==> src/rtl/seven_segment_scan_reader_if.sv <==
// Bundle of the multiplexed 7-segment bus and the decoded-frame outputs.
//   seg          : segment lines a..g on seg[6..0], active-high lit
//   an           : one-hot digit enables, active-high
//   digits       : decoded frame, digit k at [4k+3:4k]
//   digit_blank  : digit k was all-segments-off in the frame
//   digit_bad    : digit k held a pattern outside the hex table
//   frame_valid  : one-cycle strobe when the frame outputs update
//   an_error     : one-cycle strobe when a settled an was not one-hot
// master drives the display side, slave is the reader.
interface seven_segment_scan_reader_if #(
    parameter int DIGITS = 4
);
    logic [6:0]          seg;
    logic [DIGITS-1:0]   an;
    logic [4*DIGITS-1:0] digits;
    logic [DIGITS-1:0]   digit_blank;
    logic [DIGITS-1:0]   digit_bad;
    logic                frame_valid;
    logic                an_error;

    modport master (
        output seg, an,
        input  digits, digit_blank, digit_bad, frame_valid, an_error
    );

    modport slave (
        input  seg, an,
        output digits, digit_blank, digit_bad, frame_valid, an_error
    );
endinterface

==> src/rtl/seven_segment_scan_reader.sv <==
// Receive end of a multiplexed 7-segment display bus. Each {seg,an} value
// must hold for STABLE_CYCLES edges before it is captured; a one-hot an
// stores the decoded hex value into that digit's shadow slot, and once every
// digit has been seen the whole frame is presented with a one-cycle
// frame_valid. A settled an that is not one-hot raises a one-cycle an_error.
//   clk    : rising-edge clock
//   reset  : synchronous, active-high
//   bus    : seven_segment_scan_reader_if slave (seg/an in, frame out)
module seven_segment_scan_reader #(
    parameter int DIGITS        = 4,
    parameter int STABLE_CYCLES = 4
) (
    input logic                         clk,
    input logic                         reset,
    seven_segment_scan_reader_if.slave  bus
);
    localparam int              CW  = $clog2(STABLE_CYCLES + 1);
    localparam logic [CW-1:0]   SAT = CW'(STABLE_CYCLES);

    // Returns {bad, blank, value[3:0]}.
    function automatic logic [5:0] decode_seg(input logic [6:0] s);
        case (s)
            7'b1111110: decode_seg = 6'h00;
            7'b0110000: decode_seg = 6'h01;
            7'b1101101: decode_seg = 6'h02;
            7'b1111001: decode_seg = 6'h03;
            7'b0110011: decode_seg = 6'h04;
            7'b1011011: decode_seg = 6'h05;
            7'b1011111: decode_seg = 6'h06;
            7'b1110000: decode_seg = 6'h07;
            7'b1111111: decode_seg = 6'h08;
            7'b1111011: decode_seg = 6'h09;
            7'b1110111: decode_seg = 6'h0A;
            7'b0011111: decode_seg = 6'h0B;
            7'b1001110: decode_seg = 6'h0C;
            7'b0111101: decode_seg = 6'h0D;
            7'b1001111: decode_seg = 6'h0E;
            7'b1000111: decode_seg = 6'h0F;
            7'b0000000: decode_seg = 6'b01_0000;
            default:    decode_seg = 6'b10_0000;
        endcase
    endfunction

    logic [7+DIGITS-1:0] sample;
    logic [7+DIGITS-1:0] last_sample;
    logic [CW-1:0]       stab_cnt;
    logic [CW-1:0]       cnt_next;
    logic                armed;
    logic                arm_next;
    logic                capture;
    logic                onehot;
    logic                frame_done;
    logic [5:0]          dec;
    logic [DIGITS-1:0]   seen;
    logic [DIGITS-1:0]   seen_next;
    logic [4*DIGITS-1:0] shadow_val;
    logic [DIGITS-1:0]   shadow_blank;
    logic [DIGITS-1:0]   shadow_bad;
    logic [4*DIGITS-1:0] merged_val;
    logic [DIGITS-1:0]   merged_blank;
    logic [DIGITS-1:0]   merged_bad;

    always_comb begin
        sample = {bus.seg, bus.an};
        dec    = decode_seg(bus.seg);
        onehot = $onehot(bus.an);

        // Any change restarts the count and re-arms; a match counts up and
        // saturates, so a long hold never produces a second capture.
        if (sample != last_sample) begin
            cnt_next = CW'(1);
            arm_next = 1'b1;
        end else begin
            cnt_next = (stab_cnt == SAT) ? stab_cnt : stab_cnt + CW'(1);
            arm_next = armed;
        end
        capture = arm_next && (cnt_next == SAT);

        seen_next  = seen | bus.an;
        frame_done = capture && onehot && (seen_next == '1);

        // Shadows with the current capture folded in, so a completing frame
        // includes the digit captured on this very edge.
        merged_val   = shadow_val;
        merged_blank = shadow_blank;
        merged_bad   = shadow_bad;
        for (int unsigned i = 0; i < DIGITS; i++) begin
            if (bus.an[i]) begin
                merged_val[4*i +: 4] = dec[3:0];
                merged_blank[i]      = dec[4];
                merged_bad[i]        = dec[5];
            end
        end
    end

    always_ff @(posedge clk) begin
        if (reset) begin
            last_sample     <= '0;
            stab_cnt        <= '0;
            armed           <= 1'b1;
            seen            <= '0;
            shadow_val      <= '0;
            shadow_blank    <= '0;
            shadow_bad      <= '0;
            bus.digits      <= '0;
            bus.digit_blank <= '0;
            bus.digit_bad   <= '0;
            bus.frame_valid <= 1'b0;
            bus.an_error    <= 1'b0;
        end else begin
            last_sample     <= sample;
            stab_cnt        <= cnt_next;
            armed           <= arm_next && !capture;
            bus.frame_valid <= frame_done;
            bus.an_error    <= capture && !onehot;
            if (capture && onehot) begin
                shadow_val   <= merged_val;
                shadow_blank <= merged_blank;
                shadow_bad   <= merged_bad;
                if (frame_done) begin
                    bus.digits      <= merged_val;
                    bus.digit_blank <= merged_blank;
                    bus.digit_bad   <= merged_bad;
                    seen            <= '0;
                end else begin
                    seen <= seen_next;
                end
            end
        end
    end
endmodule

==> src/flat_wrapper.sv <==
// flat-port wrapper written by rule: the top's interface ports become plain ports
module seven_segment_scan_reader_flat 
#(
    parameter int DIGITS        = 4,
    parameter int STABLE_CYCLES = 4
)
  (clk, reset, bus_seg, bus_an, bus_digits, bus_digit_blank, bus_digit_bad, bus_frame_valid, bus_an_error);
  seven_segment_scan_reader_if #(.DIGITS(DIGITS)) bus_i ();
  input logic clk;
  input logic reset;
  input wire logic [$bits(bus_i.seg)-1:0] bus_seg;
  input wire logic [$bits(bus_i.an)-1:0] bus_an;
  output wire logic [$bits(bus_i.digits)-1:0] bus_digits;
  output wire logic [$bits(bus_i.digit_blank)-1:0] bus_digit_blank;
  output wire logic [$bits(bus_i.digit_bad)-1:0] bus_digit_bad;
  output wire logic [$bits(bus_i.frame_valid)-1:0] bus_frame_valid;
  output wire logic [$bits(bus_i.an_error)-1:0] bus_an_error;
  assign bus_i.seg = bus_seg;
  assign bus_i.an = bus_an;
  assign bus_digits = bus_i.digits;
  assign bus_digit_blank = bus_i.digit_blank;
  assign bus_digit_bad = bus_i.digit_bad;
  assign bus_frame_valid = bus_i.frame_valid;
  assign bus_an_error = bus_i.an_error;
  seven_segment_scan_reader #(.DIGITS(DIGITS), .STABLE_CYCLES(STABLE_CYCLES)) u_core (.clk(clk), .reset(reset), .bus(bus_i));
endmodule
==> config.mk <==
export PLATFORM = sky130hd
export DESIGN_NAME = seven_segment_scan_reader_flat
export DESIGN_NICKNAME = d
export VERILOG_FILES = /design/src/rtl/seven_segment_scan_reader_if.sv /design/src/rtl/seven_segment_scan_reader.sv /design/src/flat_wrapper.sv
export SDC_FILE = /design/constraint.sdc
export NUM_CORES = 1
export LEC_CHECK = 0
export ABC_AREA = 1
export CAP_MARGIN = 20
export CORE_MARGIN = 3
export CORE_UTILIZATION = 56
export CTS_CLUSTER_SIZE = 28
export DETAILED_ROUTE_END_ITERATION = 6
export HOLD_SLACK_MARGIN = 0.15
export PLACE_DENSITY_LB_ADDON = 0.15
export SETUP_SLACK_MARGIN = 0.15
export SYNTH_ARGS = -nofsm -noshare
export SYNTH_HDL_FRONTEND = slang
export SYNTH_SLANG_ARGS = --single-unit
==> constraint.sdc <==
create_clock -name clk -period 3 [get_ports clk]
set_clock_uncertainty 0.15 [all_clocks]
set_input_delay 0.45 -clock clk [delete_from_list [all_inputs] [get_ports clk]]
set_output_delay 0.45 -clock clk [all_outputs]
set_load 0.05 [all_outputs]
==> reports/qor.txt <==
worst r2r src - u_core.stab_cnt[0]
Root Buffer - clkbuf_8
PostCTS Resize Cnt - 0
I/O Buffers - 38
met2 global-route usage - 40.5%
TritonCTS clock tree - done
number of synthesis warnings - 0
worst setup path start - bus_an[2]
switching power - 0.000485 W
Final Hold Viols - 0
ANT cells - 0
Row Count - 28
WL final - 8240 um
via density per instance - 5.22
Hold Path Depth - 2
CP max FO - 38
GRT Total Usage - 23.9%
Req. time, crit path - 3.09 ns
Seq pwr share - 47.3%
# clock sinks - 69
Starting Density - 58.5%
total setup buffers inserted after CTS - 0
met3 Track Usage GR - 6.50%
Post-Syn Area - 0.00348 mm^2
ys flop type - dfxtp_1
nets - 570
Switching Share - 24.7%
mux contribution to synthesized area - 0%
most common cell in the netlist - nand2_1
CTS Buffer Depth - 2
compound-cell area share of the yosys netlist - 4.89%
gr ovfl total - 0
placed insts - 615
final instance area - 0.00413 mm^2
layout cells sized above 1 - 8.65%
async set-reset flop share out of synthesis - 0%
Post-Layout Cell Count - 630
combinational power share - 9.4%
simple-gate share of the synthesized area - 41.8%
Post-synth EDFFs - 0
I/O Pins - 39
Cells after Synth - 516
critical path class - input pin to flip-flop
ANT nets after route - 0
pwr dens - 475 mW/mm^2
area of the core - 0.00596 mm^2
Final setup violation count - 0
Synth area leaders - dfxtp_1 40%, nand2_1 16%, nand3_1 11%, nor2_1 9.5%, inv_1 3.8%
CTS Hold Bufs - 0
worst slew pin tran - 0.525 ns
area delta synth->final - 18.5%
adder-cell area share of the yosys netlist - 2.37%
worst vdd ir - 0.000533 V
Num CTS Buffers - 9
Chip Height - 84.9 um
Wirelength per Cell - 13.1 um
setup TNS - 0 ns
vias in the first global route - 3149
Detailed Route Iter0 Violations - 263
RSZ-0062 raised after global routing - no
Hold WS - 0.325 ns
crit start category - input pin
average cell area after synthesis - 6.75 um^2
maximum clock rate - 370 MHz
largest net degree at the start of global routing - 39
most frequent cells after synthesis - 146 x nand2_1, 88 x nor2_1, 80 x nand3_1
Tot Pwr - 0.00196 W
GP Congestion - 0.847
syn nets - 535
Worst Hold Class - flip-flop to flip-flop
Reg clk slew, reported paths - 0.08 ns
Final Cycle Share - 90.1%
combinational family with the most area after synthesis - simple AND/OR/NAND/NOR gates
clk_lat worst skew - 0.35 ns
Clock Power Share - 43.3%
slowest CP cell - fa_1
Pint - 0.00148 W
reg2reg path depth - 11
sequential-to-total area share from yosys stat - 39.7%
crit end category - flip-flop
WP data arrival - 2.79 ns
outcome - completed
slowest cell delay on critical path - 0.47 ns
Hold Crit Start - u_core.bus.digit_bad[2]
initial antenna violation count - 0
Max Slew Vio Count - 0
H-tree Lvls - 3
peak-usage layer in the global routing report - met2
post-synthesis sequential element count - 69
DR vias - 3290
area leader, netlist - dfxtp_1
DR pass1 iterations - 5
DRC violations left - 0
Synth Area in XOR/XNOR - 1.51%
first-pass GRT wire length - 13800 um
minimum clock period - 2.70 ns
area share of the largest cell type after synthesis - 39.7%
Max Cap Viol - 0
post-DP HPWL - 5790 um
Post-DP Area - 0.00391 mm^2
Slew HR - 65.0%
critical path cell sequence - clkdlybuf4s50_1, ha_1, ha_1, inv_1, fa_1, nand3_1, nor2_1, inv_1, nor2_4, buf_12, nand3_1, nand2_1, nor2_1
Die X - 84.9 um
Yosys cell types - 28
die area - 0.00720 mm^2
M1 GR Usage - 28.9%
Pleak - 1.92 nW
## registers in the layout (all words and copies together) (netlist names)
name	cells
u_core.bus.digit_blank	4
u_core.last_sample	11
u_core.seen	4
u_core.bus.an_error	1
u_core.shadow_blank	4
u_core.armed	1
u_core.shadow_val	16
u_core.bus.digit_bad	4
u_core.bus.frame_valid	1
u_core.bus.digits	16
u_core.stab_cnt	3
u_core.shadow_bad	4
## logic make-up after synthesis
family                     Yosys count
buffers and inverters               68
AOI/OAI and AO/OA                   32
adders and majority gates            6
and+or+nand+nor                    335
xor gates and xnor gates             6
DFF                                 69
## critical path: cells and delay by family
family / cells / cell delay [ns]
fa+ha+maj: 3 / 0.91
buf+inv: 4 / 0.79
simple gates: 6 / 0.63
## final cells by class
type,count,area (um^2)
Clock buffer,10,138
Clock inverter,5,82.6
Fill cell,555,1830
Inverter,41,155
Multi-Input combinational cell,379,1760
Sequential cell,69,1380
Tap cell,75,93.8
Timing Repair Buffer,51,515
## placed cells by master, fill, tap and decap left out, types with 3 or more instances in the layout
cell	n
o21ai_0	9
nor2_2	3
inv_1	34
xnor2_1	5
a21oi_1	17
inv_2	6
nor2_4	4
buf_12	3
ha_1	5
clkdlybuf4s50_1	38
nand4_1	7
nor2_1	88
dfxtp_1	69
nand3_1	80
nand2_1	146
a31oi_1	4
buf_4	10
clkbuf_8	10
## power groups by stage
stage	sequential [W]	combinational, W	clock, W
after floorplan	0.000948	0.000124	0
after global placement	0.000949	0.000177	0
after detailed placement	0.000949	0.000183	0
after CTS	0.000928	0.000184	0.000861
after global routing	0.000928	0.000206	0.000906
final	0.000928	0.000184	0.000850
## per-stage QoR
stage	utilization, %	setup slack [ns]
global placement	65.6	0.0117
detailed placement	65.6	-0.0639
floorplan	-	0.333
CTS	69.3	0.297
global route	69.3	0.155
finish	69.3	0.296
## layer usage
layer	vias to the layer above	wire length, um
met1	1485	3610
met2	86	3990
met4	0	156
li1	1707	-
met3	12	489
met5	-	0
## path summary, 6_finish.rpt
path                                  end  slack (ns)
hold reg to reg   u_core.bus.digit_bad[2]        0.32
setup reg to reg     u_core.bus.digits[2]        0.95
hold / removal    u_core.bus.digit_bad[2]        0.32
setup / recovery    u_core.shadow_val[12]        0.30
Power figures use the tool's default switching activity.
